## config.mk

```make
export PLATFORM = sky130hd
export DESIGN_NAME = tdm_demux_1x16_flat
export DESIGN_NICKNAME = d
export VERILOG_FILES = /design/src/rtl/tdm_demux_1x16_if.sv /design/src/rtl/tdm_demux_1x16.sv /design/src/flat_wrapper.sv
export SDC_FILE = /design/constraint.sdc
export NUM_CORES = 1
export LEC_CHECK = 0
export ABC_AREA = 0
export BUFFER_PORTS_ARGS = -buffer_cell sky130_fd_sc_hd__buf_4
export CAP_MARGIN = 20
export CORE_MARGIN = 4
export CORE_UTILIZATION = 59
export DETAILED_ROUTE_END_ITERATION = 6
export GPL_TIMING_DRIVEN = 0
export PLACE_DENSITY_LB_ADDON = 0.15
export SETUP_SLACK_MARGIN = 0.02
export SYNTH_ARGS = -nofsm -noshare
export SYNTH_HDL_FRONTEND = slang
export SYNTH_SLANG_ARGS = --single-unit
```

## constraint.sdc

```tcl
create_clock -name clk -period 3.9 [get_ports clk]
set_clock_uncertainty 0.05 [all_clocks]
set_input_delay 1.17 -clock clk [delete_from_list [all_inputs] [get_ports clk]]
set_output_delay 1.17 -clock clk [all_outputs]
set_load 0.1 [all_outputs]
```

## src/rtl/tdm_demux_1x16_if.sv

```systemverilog
// tdm_demux_1x16_if: serial-in / frame-out bus of the 1x16 TDM demultiplexer.
//   in_data, in_valid, frame_start : serial sample stream into the demux
//   out, out_valid                 : latched frame and its 1-cycle update strobe
//   s                              : slot the next accepted sample lands in
//   sync_err, par_err              : 1-cycle error strobes
// master = link side (drives samples), slave = demux side.
interface tdm_demux_1x16_if #(
    parameter int N_OUT  = 16,
    parameter int SEL_W  = 4,
    parameter int DATA_W = 1
);
    logic [DATA_W-1:0]       in_data;
    logic                    in_valid;
    logic                    frame_start;
    logic [N_OUT*DATA_W-1:0] out;
    logic                    out_valid;
    logic [SEL_W-1:0]        s;
    logic                    sync_err;
    logic                    par_err;

    modport master (
        output in_data, in_valid, frame_start,
        input  out, out_valid, s, sync_err, par_err
    );
    modport slave (
        input  in_data, in_valid, frame_start,
        output out, out_valid, s, sync_err, par_err
    );
endinterface

```

## src/rtl/tdm_demux_1x16.sv

```systemverilog
// tdm_demux_1x16: registered 1-to-16 time-division demultiplexer.
//   clk, rst : rising-edge clock, synchronous active-high reset
//   bus      : tdm_demux_1x16_if.slave (samples in, frame/strobes out)
// A slot counter steers each accepted sample into a per-slot shadow lane;
// the whole frame moves to bus.out only when the last slot is accepted, so
// out never shows a partially filled frame.
// Optional build macro DEMUX_PARITY_EN: adds slot N_OUT carrying even parity
// over all data bits (bit 0 of that sample); a mismatch drops the frame and
// pulses par_err. Without it par_err is tied low.

// One shadow slot of the frame being collected.
module tdm_demux_lane #(
    parameter int DATA_W = 1
) (
    input  logic              clk,
    input  logic              rst,
    input  logic              wr_en,
    input  logic [DATA_W-1:0] din,
    output logic [DATA_W-1:0] q
);
    always_ff @(posedge clk) begin
        if (rst)        q <= '0;
        else if (wr_en) q <= din;
    end
endmodule

module tdm_demux_1x16 #(
    parameter int N_OUT  = 16,
    parameter int SEL_W  = 4,
    parameter int DATA_W = 1
) (
    input  logic               clk,
    input  logic               rst,
    tdm_demux_1x16_if.slave    bus
);
`ifdef DEMUX_PARITY_EN
    // one extra slot for the parity sample
    localparam int CNT_W = SEL_W + 1;
    localparam int LAST  = N_OUT;
`else
    localparam int CNT_W = SEL_W;
    localparam int LAST  = N_OUT - 1;
`endif

    localparam logic [0:0] IDLE = 1'b0;
    localparam logic [0:0] FILL = 1'b1;

    logic [0:0]                   state;
    logic [CNT_W-1:0]             cnt;
    logic [N_OUT-1:0][DATA_W-1:0] shadow;
    logic [N_OUT*DATA_W-1:0]      out_r;
    logic                         out_valid_r, sync_err_r, par_err_r;

    logic             take;     // sample accepted this edge
    logic             restart;  // frame_start mid-frame: resync to slot 0
    logic [CNT_W-1:0] wr_slot;

    always_comb begin
        take    = 1'b0;
        restart = 1'b0;
        wr_slot = cnt;
        if (state == IDLE) begin
            take    = bus.in_valid & bus.frame_start;
            wr_slot = '0;
        end else begin
            take = bus.in_valid;
            // frame_start on slot 0 is just a normal slot-0 sample
            if (bus.frame_start && cnt != '0) begin
                restart = 1'b1;
                wr_slot = '0;
            end
        end
    end

    // The parity slot (index N_OUT) matches no lane, so it is never stored.
    for (genvar k = 0; k < N_OUT; k++) begin : g_lane
        tdm_demux_lane #(.DATA_W(DATA_W)) u_lane (
            .clk   (clk),
            .rst   (rst),
            .wr_en (take && (wr_slot == CNT_W'(k))),
            .din   (bus.in_data),
            .q     (shadow[k])
        );
    end

    always_ff @(posedge clk) begin
        if (rst) begin
            state       <= IDLE;
            cnt         <= '0;
            out_r       <= '0;
            out_valid_r <= 1'b0;
            sync_err_r  <= 1'b0;
            par_err_r   <= 1'b0;
        end else begin
            out_valid_r <= 1'b0;
            sync_err_r  <= 1'b0;
            par_err_r   <= 1'b0;
            if (take) begin
                if (state == IDLE || restart) begin
                    state      <= FILL;
                    cnt        <= CNT_W'(1);
                    sync_err_r <= restart;
                end else if (cnt == CNT_W'(LAST)) begin
                    cnt <= '0;
`ifdef DEMUX_PARITY_EN
                    if (bus.in_data[0] == ^shadow) begin
                        out_r       <= shadow;
                        out_valid_r <= 1'b1;
                    end else begin
                        par_err_r <= 1'b1;
                    end
`else
                    // last sample bypasses its lane straight into out
                    out_r       <= {bus.in_data, shadow[N_OUT-2:0]};
                    out_valid_r <= 1'b1;
`endif
                end else begin
                    cnt <= cnt + CNT_W'(1);
                end
            end
        end
    end

    assign bus.out       = out_r;
    assign bus.out_valid = out_valid_r;
    assign bus.s         = cnt[SEL_W-1:0];
    assign bus.sync_err  = sync_err_r;
`ifdef DEMUX_PARITY_EN
    assign bus.par_err   = par_err_r;
`else
    assign bus.par_err   = 1'b0;
`endif
endmodule

```

## src/flat_wrapper.sv

```systemverilog
// flat-port wrapper written by rule: the top's interface ports become plain ports
module tdm_demux_1x16_flat 
#(
    parameter int N_OUT  = 16,
    parameter int SEL_W  = 4,
    parameter int DATA_W = 1
)
  (clk, rst, bus_in_data, bus_in_valid, bus_frame_start, bus_out, bus_out_valid, bus_s, bus_sync_err, bus_par_err);
  tdm_demux_1x16_if #(.N_OUT(N_OUT), .SEL_W(SEL_W), .DATA_W(DATA_W)) bus_i ();
  input  logic clk;
  input  logic rst;
  input wire logic [$bits(bus_i.in_data)-1:0] bus_in_data;
  input wire logic [$bits(bus_i.in_valid)-1:0] bus_in_valid;
  input wire logic [$bits(bus_i.frame_start)-1:0] bus_frame_start;
  output wire logic [$bits(bus_i.out)-1:0] bus_out;
  output wire logic [$bits(bus_i.out_valid)-1:0] bus_out_valid;
  output wire logic [$bits(bus_i.s)-1:0] bus_s;
  output wire logic [$bits(bus_i.sync_err)-1:0] bus_sync_err;
  output wire logic [$bits(bus_i.par_err)-1:0] bus_par_err;
  assign bus_i.in_data = bus_in_data;
  assign bus_i.in_valid = bus_in_valid;
  assign bus_i.frame_start = bus_frame_start;
  assign bus_out = bus_i.out;
  assign bus_out_valid = bus_i.out_valid;
  assign bus_s = bus_i.s;
  assign bus_sync_err = bus_i.sync_err;
  assign bus_par_err = bus_i.par_err;
  tdm_demux_1x16 #(.N_OUT(N_OUT), .SEL_W(SEL_W), .DATA_W(DATA_W)) u_core (.clk(clk), .rst(rst), .bus(bus_i));
endmodule
```

Yosys cells after proc, flatten, opt, wreduce, memory -nomap -nowiden

Index checks and enable logic that the tools add are counted.
Widths: inputs -> output; s select.

Add/subtract/negate cells: 1
Eq/ne operators: 15
Muxes and demuxes: 8
Bitwise operators: 4
Reduce and logical (&&, ||, !) cells: 23

Operators by type and width:

| cell                | count |
|---|---|
| $eq 4x4->1 const B  | 8 |
| $eq 4x3->1 const B  | 4 |
| $logic_and 1x1->1   | 16 |
| $mux 4              | 4 |
| $eq 4x2->1 const B  | 2 |
| $reduce_or 3->1     | 2 |
| $add 4x1->4 const B | 1 |
| $eq 4x1->1 const B  | 1 |
| $logic_not 4->1     | 1 |
| $mux 1              | 4 |
| $reduce_bool 4->1   | 1 |
| $not 1->1           | 3 |
| $reduce_and 3->1    | 1 |
| $reduce_and 2->1    | 1 |
| $and 1x1->1         | 1 |
| $logic_or 1x1->1    | 1 |

Flip-flop bits (word level): 38
Input port bits: 5
Output and inout bits: 23
Word-level logic and storage cells: 71

Logic depth before layout (Yosys ltp)

Gate-level depths: netlist (run 1).

Word-level depth: 7
Depth in mapped cells: 6
Depth with buffers taken out: 6

Cells and area by module

A second synthesis (run 1) with hierarchy kept.

Cells, all modules: 188
Area, all modules: 1612.8 um^2

By module, submodules not included:

| module         | times used | cells each | area an instance (um^2) | seq. area each (um^2) |
|---|---|---|---|---|
| tdm_demux_1x16 | 1          | 143        | 1106.1                  | 460.4 |
| tdm_demux_lane | 15         | 3          | 33.8                    | 20.0 |

Worst setup path after synthesis (run 1)

Ideal clock, no wire load.

Path type: input -> register
Start point: input port bus_in_valid
End point: register u_core.g_lane[8].u_lane.q
Library setup time: 0.072 ns
Data arrival time: 2.269 ns
Data required time: 3.778 ns
Path slack: 1.510 ns
Stages: 5
Buffers on the path: 1
Path through: buf_2 -> o21ai_1 -> o32ai_1 -> nor2b_1 -> mux2i_1

Word-level cells in the longest chain between the ends: 3

RTL lines:

| element              | line                 | RTL |
|---|---|---|
| from (decl)          | flat_wrapper.sv:13   | `input wire logic [$bits(bus_i.in_valid)-1:0] bus_in_valid;` |
| $and 1x1->1          | tdm_demux_1x16.sv:63 | `take = bus.in_valid & bus.frame_start;` |
| $mux 1 *             | tdm_demux_1x16.sv:62 | `if (state == IDLE) begin` |
| $logic_and 1x1->1 *  | tdm_demux_1x16.sv:80 | `.wr_en (take && (wr_slot == CNT_W'(k))),` |
| to (signal assigned) | tdm_demux_1x16.sv:23 | `else if (wr_en) q <= din;` |
| to (decl)            | tdm_demux_1x16.sv:19 | `output logic [DATA_W-1:0] q` |

Mark *: on every way between the ends. The rest lies on a longest branch, timed or not.
A chain may end at the register's enable or synchronous reset.

Final worst setup path (run 1)

Start point: input port bus_frame_start
End point: register u_core.g_lane[8].u_lane.q

Word-level cells in the longest chain between the ends: 5
Elaborated cells between the ends (all ways): 7
Classes of those cells: eq/ne: 1; mux: 3; bitwise: 1; reduce/logical: 2

RTL lines:

| element             | line                 | RTL |
|---|---|---|
| from (decl)         | flat_wrapper.sv:14   | `input wire logic [$bits(bus_i.frame_start)-1:0] bus_frame_start;` |
| $logic_and 1x1->1   | tdm_demux_1x16.sv:68 | `if (bus.frame_start && cnt != '0) begin` |
| $mux 4              | tdm_demux_1x16.sv:68 |  |
| $mux 4              | tdm_demux_1x16.sv:62 |  |
| $eq 4x4->1          | tdm_demux_1x16.sv:80 |  |
| $logic_and 1x1->1 * | tdm_demux_1x16.sv:80 |  |

Marked as above.

==> results of run 1 <==
cells in the final DEF, fill, tap and decap left out, types with 2 or more instances in the layout:
cell       instances
nand2b_1          10
nand3_1            2
nor2b_1            3
buf_4             26
nand4bb_1          2
inv_1              3
nor3_1             5
nand2_1            9
o21ai_0            6
nor2_1            29
clkbuf_1           5
dfxtp_1           38
clkbuf_4           5
ha_1               2
a21oi_1           10
mux2i_1           25
buf_2              5
power by group through the flow:
stage	combinational [mW]	sequential (mW)	clock [mW]
global route	0.0611	0.396	0.246
floorplan	0.0342	0.411	0
global placement	0.0544	0.403	0
detailed placement	0.0563	0.404	0
CTS	0.0563	0.395	0.226
finish	0.0576	0.395	0.223
final cells by class:
| cell class | instances | area [sq um] |
|---|---|---|
| multi-input cells | 125 | 827 |
| clock buffers | 6 | 51.3 |
| repair buffers | 25 | 188 |
| well taps | 30 | 37.5 |
| clock inverters | 2 | 12.5 |
| inverters | 3 | 11.3 |
| plain buffers | 12 | 62.6 |
| fillers | 180 | 639 |
| flip-flops and latches | 38 | 761 |
routing by layer:
| layer | wire length [um] | GRT usage | vias to the layer above |
|---|---|---|---|
| met5 | 0 | 0 | - |
| met4 | 91 | 0.0991 | 0 |
| met3 | 239 | 0.0734 | 12 |
| met2 | 1770 | 0.360 | 61 |
| met1 | 1670 | 0.284 | 662 |
| li1 | - | - | 679 |
kinds of logic after synthesis:
kind of cell,Yosys count,synth area share
and+or+nand+nor,70,0.226
DFF,38,0.458
buffers and inverters,15,0.0444
adders and majority gates,2,0.0151
other,1,0.00226
muxes,25,0.151
AOI/OAI and AO/OA,27,0.104
path summary, 6_finish.rpt:
path,startpoint,endpoint,slack [ns],cells after the start
max,bus_frame_start,u_core.g_lane[8].u_lane.q$_SDFFE_PP0P_,1.38,6
min,u_core.g_lane[9].u_lane.q$_SDFFE_PP0P_,u_core.g_lane[9].u_lane.q$_SDFFE_PP0P_,0.43,2
max reg2reg,u_core.bus.s[0]$_SDFFE_PP0N_,u_core.g_lane[8].u_lane.q$_SDFFE_PP0P_,1.88,6
min reg2reg,u_core.g_lane[9].u_lane.q$_SDFFE_PP0P_,u_core.g_lane[9].u_lane.q$_SDFFE_PP0P_,0.43,2
worst register-to-register path, stage by stage (launching register included):
cell and delay, ns:
dfxtp_1 0.54, inv_1 0.12, ha_1 0.27, and4bb_1 0.22
o32ai_1 0.30, nor2b_1 0.24, mux2i_1 0.19
through the flow:
stage | util | worst slack, ns | instances | hold slack [ns]
after floorplan | - | 1.51 | 178 | 0.399
after global placement | 0.729 | 1.12 | 233 | 0.416
after detailed placement | 0.729 | 1.07 | 233 | 0.421
after CTS | 0.753 | 1.42 | 241 | 0.437
after global routing | 0.753 | 1.31 | 241 | 0.464
final | 0.753 | 1.38 | 241 | 0.435
state kept, by name, summed over array words and instances (netlist names):
signal	count
u_core.state	1
u_core.bus.out_valid	1
u_core.bus.sync_err	1
u_core.g_lane.u_lane.q	15
u_core.bus.out	16
u_core.bus.s	4
==> run_results.csv, run 1 <==
group,metric,value,unit
grt,grt_max_degree,13,
worst_setup_path,cp_data_arrival_time,2.76,ns
run,cap_violations,0,
yosys,avgSynthCellArea,9.33,sq um
sta,max_freq,397,MHz
yosys,synth_fp_nets,185,
yosys,seq_area_frac_synth,0.458,
grt,grt.total_usage,0.227,
route,drt_wl_total,3.77,mm
grt,grt_pass1_vias,1334,
worst_setup_path,worst-path-max-fanout,10,
yosys,syn-instance-count,178,
placed_design,dp_hpwl,2.71,mm
worst_setup_path,cp_top_family,"compound AO/OA/AOI/OAI gates",
yosys,yosys-top-cells-area,"dfxtp_1, mux2i_1, nor2_1",
cts,cts.path.max_buffers,2,
sta,final_hold_viol_count,0,
yosys,async_flop_share,0,
worst_setup_path,critPathRequiredTime,4.14,ns
pwr,p_comb_frac,0.085,
worst_setup_path,critPathKind,"input port to flop",
cells_and_area,antenna_cells,0,
route,wire_per_inst,15.6,um
sta,fin_crit_sh,0.647,
cells_and_area,area_growth,17.4,%
sta,tightest_slew,0.677,ns
worst_setup_path,worstSetupStartpointType,"input port",
cts,htree_levels,2,
yosys,synth-main-ff-cell,"dfxtp_1",
placed_design,placed_cell_area,1890,sq um
cts,cts_buffers,5,
pwr,swShare,0.269,
hold_path,min_path_type,"flop to flop",
floorplan,dieArea,3730,sq um
route,drt_pass1_iterations,4,
grt,antenna_found_initial,0,
pwr,p_switching,0.182,mW
pwr,vdd_drop_max,0.326,mV
cells_and_area,drive_gt1_frac,0.213,
floorplan,dieHeight,61.1,um
pwr,internal-power,0.494,mW
floorplan,core_area,2590,sq um
sta,min_period,2.52,ns
yosys,synth_seq_cells,38,
status,status,"completed",
worst_setup_path,slowest_stage,"o32ai_1",
yosys,netlist_top_cells_count,"dfxtp_1, nor2_1, mux2i_1",
yosys,synth_top_area_cell,"dfxtp_1",
cts,cts-root-buf,"clkbuf_4",
yosys,synth_top_area_frac,0.458,
sta,slew_headroom,0.545,
floorplan,start_util,0.642,
pwr,p_leak,0.730,nW
yosys,synth_edf_count,0,
route,vias,1414,
cts,cts_tree,"yes",
route,vias_per_cell,5.87,
floorplan,die_x,61.1,um
cts,cts_setup_buffers,0,
cts,cts.hold.buffers_added,0,
sta,slew_viol_final,0,
placed_design,portBuffers,25,
grt,grt-ovfl-total,0,
floorplan,ios,28,
pwr,p_total,0.676,mW
cts,clock_latency,0.35,ns
worst_setup_path,max_stage_delay,0.61,ns
cts,ctsResizeCount,0,
route,ant_nets,0,
sta,setup_viol,0,
cells_and_area,final_area,1950,sq um
worst_setup_path,end_kind,"flop",
floorplan,rows,18,
worst_setup_path,cp_cell_sequence,"buf_4 > buf_2 > o21ai_1 > o32ai_1 > nor2b_1 > mux2i_1",
grt,grt_first_pass_wirelength,6.13,mm
cts,cts.sinks,38,
worst_setup_path,path_buf_inv,2,
yosys,synth.most_common_cell,"dfxtp_1",
yosys,yosysUniqueCellTypes,39,
pwr,pwr-share-seq,0.585,
cts,cts.clk_slew.worst_paths,0.11,ns
pwr,power_frac_clock,0.330,
cells_and_area,finalNetCount,217,
pwr,power_density,346,nW/um^2
route,drc,0,
sta,fin_tns_setup,0,ns
route,drt_iter0_drc,58,
sta,rsz0062_at_grt,"no",
placed_design,place.gp.congestion,0.879,
yosys,synth_area,1660,sq um
yosys,yosysWarnings,0,
(Power assumes the default switching activity.)
==> run 2, diff against run 1 <==
CORE_UTILIZATION = 49   (was 59)
clock period = 2.13 ns   (was 3.9 ns; I/O delays follow)
==> run 2 against run 1 <==
Effect of this change:
- register-to-register slack worse by 1.6 ns
- power up 83%
- setup slack worse by 1.1 ns
- combinational power up 84%
- utilization down 12 points
- global-route usage down 5.0 points
- critical path type unchanged
- critical endpoint unchanged
- highest routed layer unchanged
==> run_results.csv, run 2 (synthesis gave the netlist of run 1 again) <==
group,metric,value,unit
worst_setup_path,end_kind,"flop",
floorplan,ios,28,
cts,cts.clk_slew.worst_paths,0.11,ns
sta,slew_headroom,0.513,
pwr,pwr-share-seq,0.585,
sta,max_freq,536,MHz
cells_and_area,area_growth,19.2,%
floorplan,start_util,0.527,
hold_path,min_path_type,"flop to flop",
route,drt_wl_total,3.58,mm
grt,grt_max_degree,13,
worst_setup_path,worstSetupStartpointType,"input port",
cts,cts.path.max_buffers,2,
pwr,power_frac_clock,0.329,
worst_setup_path,path_buf_inv,2,
cts,cts.sinks,38,
worst_setup_path,cp_data_arrival_time,2.06,ns
route,ant_nets,0,
cts,cts_setup_buffers,0,
floorplan,core_area,3150,sq um
grt,grt.total_usage,0.177,
grt,met3_usage,0.0476,
placed_design,portBuffers,25,
placed_design,place.gp.congestion,0.812,
status,status,"completed",
floorplan,die_x,66.2,um
worst_setup_path,critPathKind,"input port to flop",
sta,rsz0062_at_grt,"no",
route,vias,1381,
route,vias_per_cell,5.42,
sta,final_hold_viol_count,0,
route,drt_iter0_drc,74,
floorplan,dieHeight,66.2,um
cells_and_area,drive_gt1_frac,0.237,
cells_and_area,multi_input_area,835,sq um
sta,setup_viol,0,
cells_and_area,layout_commonest_cell,"dfxtp_1",
run,cap_violations,0,
pwr,internal-power,0.906,mW
route,drt_pass1_iterations,4,
cells_and_area,seqCellArea,766,sq um
sta,tightest_slew,0.726,ns
grt,grt_pass1_vias,1390,
pwr,swShare,0.267,
cells_and_area,fillers,307,
cts,cts_buffers,5,
cts,clock_latency,0.35,ns
worst_setup_path,slowest_stage,"o21ai_1",
floorplan,rows,20,
route,drc,0,
cts,cts-root-buf,"clkbuf_4",
grt,grt_util_met1,0.227,
cells_and_area,largest_reg_flops,16,
worst_setup_path,max_stage_delay,0.59,ns
grt,grt_first_pass_wirelength,6.04,mm
sta,hold_slack,0.442,ns
pwr,p_switching,0.331,mW
grt,grt-busiest-layer,"met2",
grt,met2_usage,0.279,
cells_and_area,finalNetCount,217,
sta,min_period,1.87,ns
worst_setup_path,critPathRequiredTime,2.32,ns
pwr,p_leak,0.734,nW
pwr,vdd_drop_max,0.507,mV
cts,htree_levels,2,
worst_setup_path,cp_top_family,"compound AO/OA/AOI/OAI gates",
grt,antenna_found_initial,0,
cells_and_area,final_cell_mix,"dfxtp_1, nor2_1, buf_4",
cells_and_area,antenna_cells,0,
worst_setup_path,worst-path-max-fanout,10,
placed_design,dp_hpwl,2.48,mm
worst_setup_path,cp_cell_sequence,"buf_4 > buf_2 > o21ai_1 > o32ai_2 > nor2b_1 > mux2i_1",
pwr,power_density,624,nW/um^2
pwr,p_comb_frac,0.086,
route,wire_per_inst,14.0,um
sta,slew_viol_final,0,
cts,cts_tree,"yes",
sta,fin_crit_sh,0.876,
grt,grt-ovfl-total,0,
pwr,p_total,1.24,mW
floorplan,dieArea,4390,sq um
-- run 2: cell counts in the layout (fill, tap and decap cells not counted) --
No cell type changed its count.
-- run 2: final timing paths --
| check | slack, ns | to | depth (start not counted) | startpoint |
|---|---|---|---|---|
| worst min register to register | 0.44 | u_core.g_lane[7].u_lane.q$_SDFFE_PP0P_ | 2 | u_core.g_lane[7].u_lane.q$_SDFFE_PP0P_ |
| worst min-delay path | 0.44 | u_core.g_lane[7].u_lane.q$_SDFFE_PP0P_ | 2 | u_core.g_lane[7].u_lane.q$_SDFFE_PP0P_ |
| worst max-delay path | 0.26 | u_core.g_lane[8].u_lane.q$_SDFFE_PP0P_ | 6 | bus_frame_start |
| worst max register to register | 0.29 | u_core.bus.out[7]$_SDFFE_PP0P_ | 6 | u_core.bus.s[3]$_SDFFE_PP0N_ |
-- run 2: tightest hold or removal path, delay by kind of cell (launching register included) --
family | cells | cell delay (ns)
compound gates | 2 | 0.13
flops | 1 | 0.33
-- run 2: power groups by stage --
stage / clock network, mW / registers [mW] / logic [mW]
after global placement: 0 / 0.739 / 0.101
after CTS: 0.414 / 0.723 / 0.102
after global routing: 0.456 / 0.725 / 0.115
after detailed placement: 0 / 0.739 / 0.102
after floorplan: 0 / 0.752 / 0.0625
final: 0.407 / 0.724 / 0.106
-- run 2: timing repair --
item	4_1_cts	5_1_grt
hold buffers	0	0
setup endpoints to repair	0	1
resized for setup	0	1
-- run 2: metrics by stage --
step / setup TNS, ns / worst slack, ns / std cells / utilization / cell area [sq um]
global placement: -0.396 / -0.153 / 247 / 0.606 / 1910
CTS: 0 / 0.188 / 255 / 0.626 / 1970
global route: 0 / 0.190 / 255 / 0.628 / 1980
finish: 0 / 0.263 / 255 / 0.628 / 1980
detailed placement: -0.508 / -0.190 / 247 / 0.606 / 1910
floorplan: 0 / 0.141 / 178 / - / 1670
-- run 2: layer usage --
metal / part of all wire / up-vias / routed length, um
met5: 0 / - / 0
met4: 0.017 / 0 / 60
met3: 0.064 / 8 / 228
met2: 0.45 / 45 / 1620
met1: 0.47 / 652 / 1670
li1: - / 676 / -
-- run 2: layout make-up --
class                      instances  area share
inverter                           3     0.00569
clock inverter                     2     0.00632
tap                               44      0.0278
timing repair buffer              25      0.0948
multi-input combinational        125       0.421
clock buffer                       6      0.0259
sequential                        38       0.387
buffer                            12      0.0316
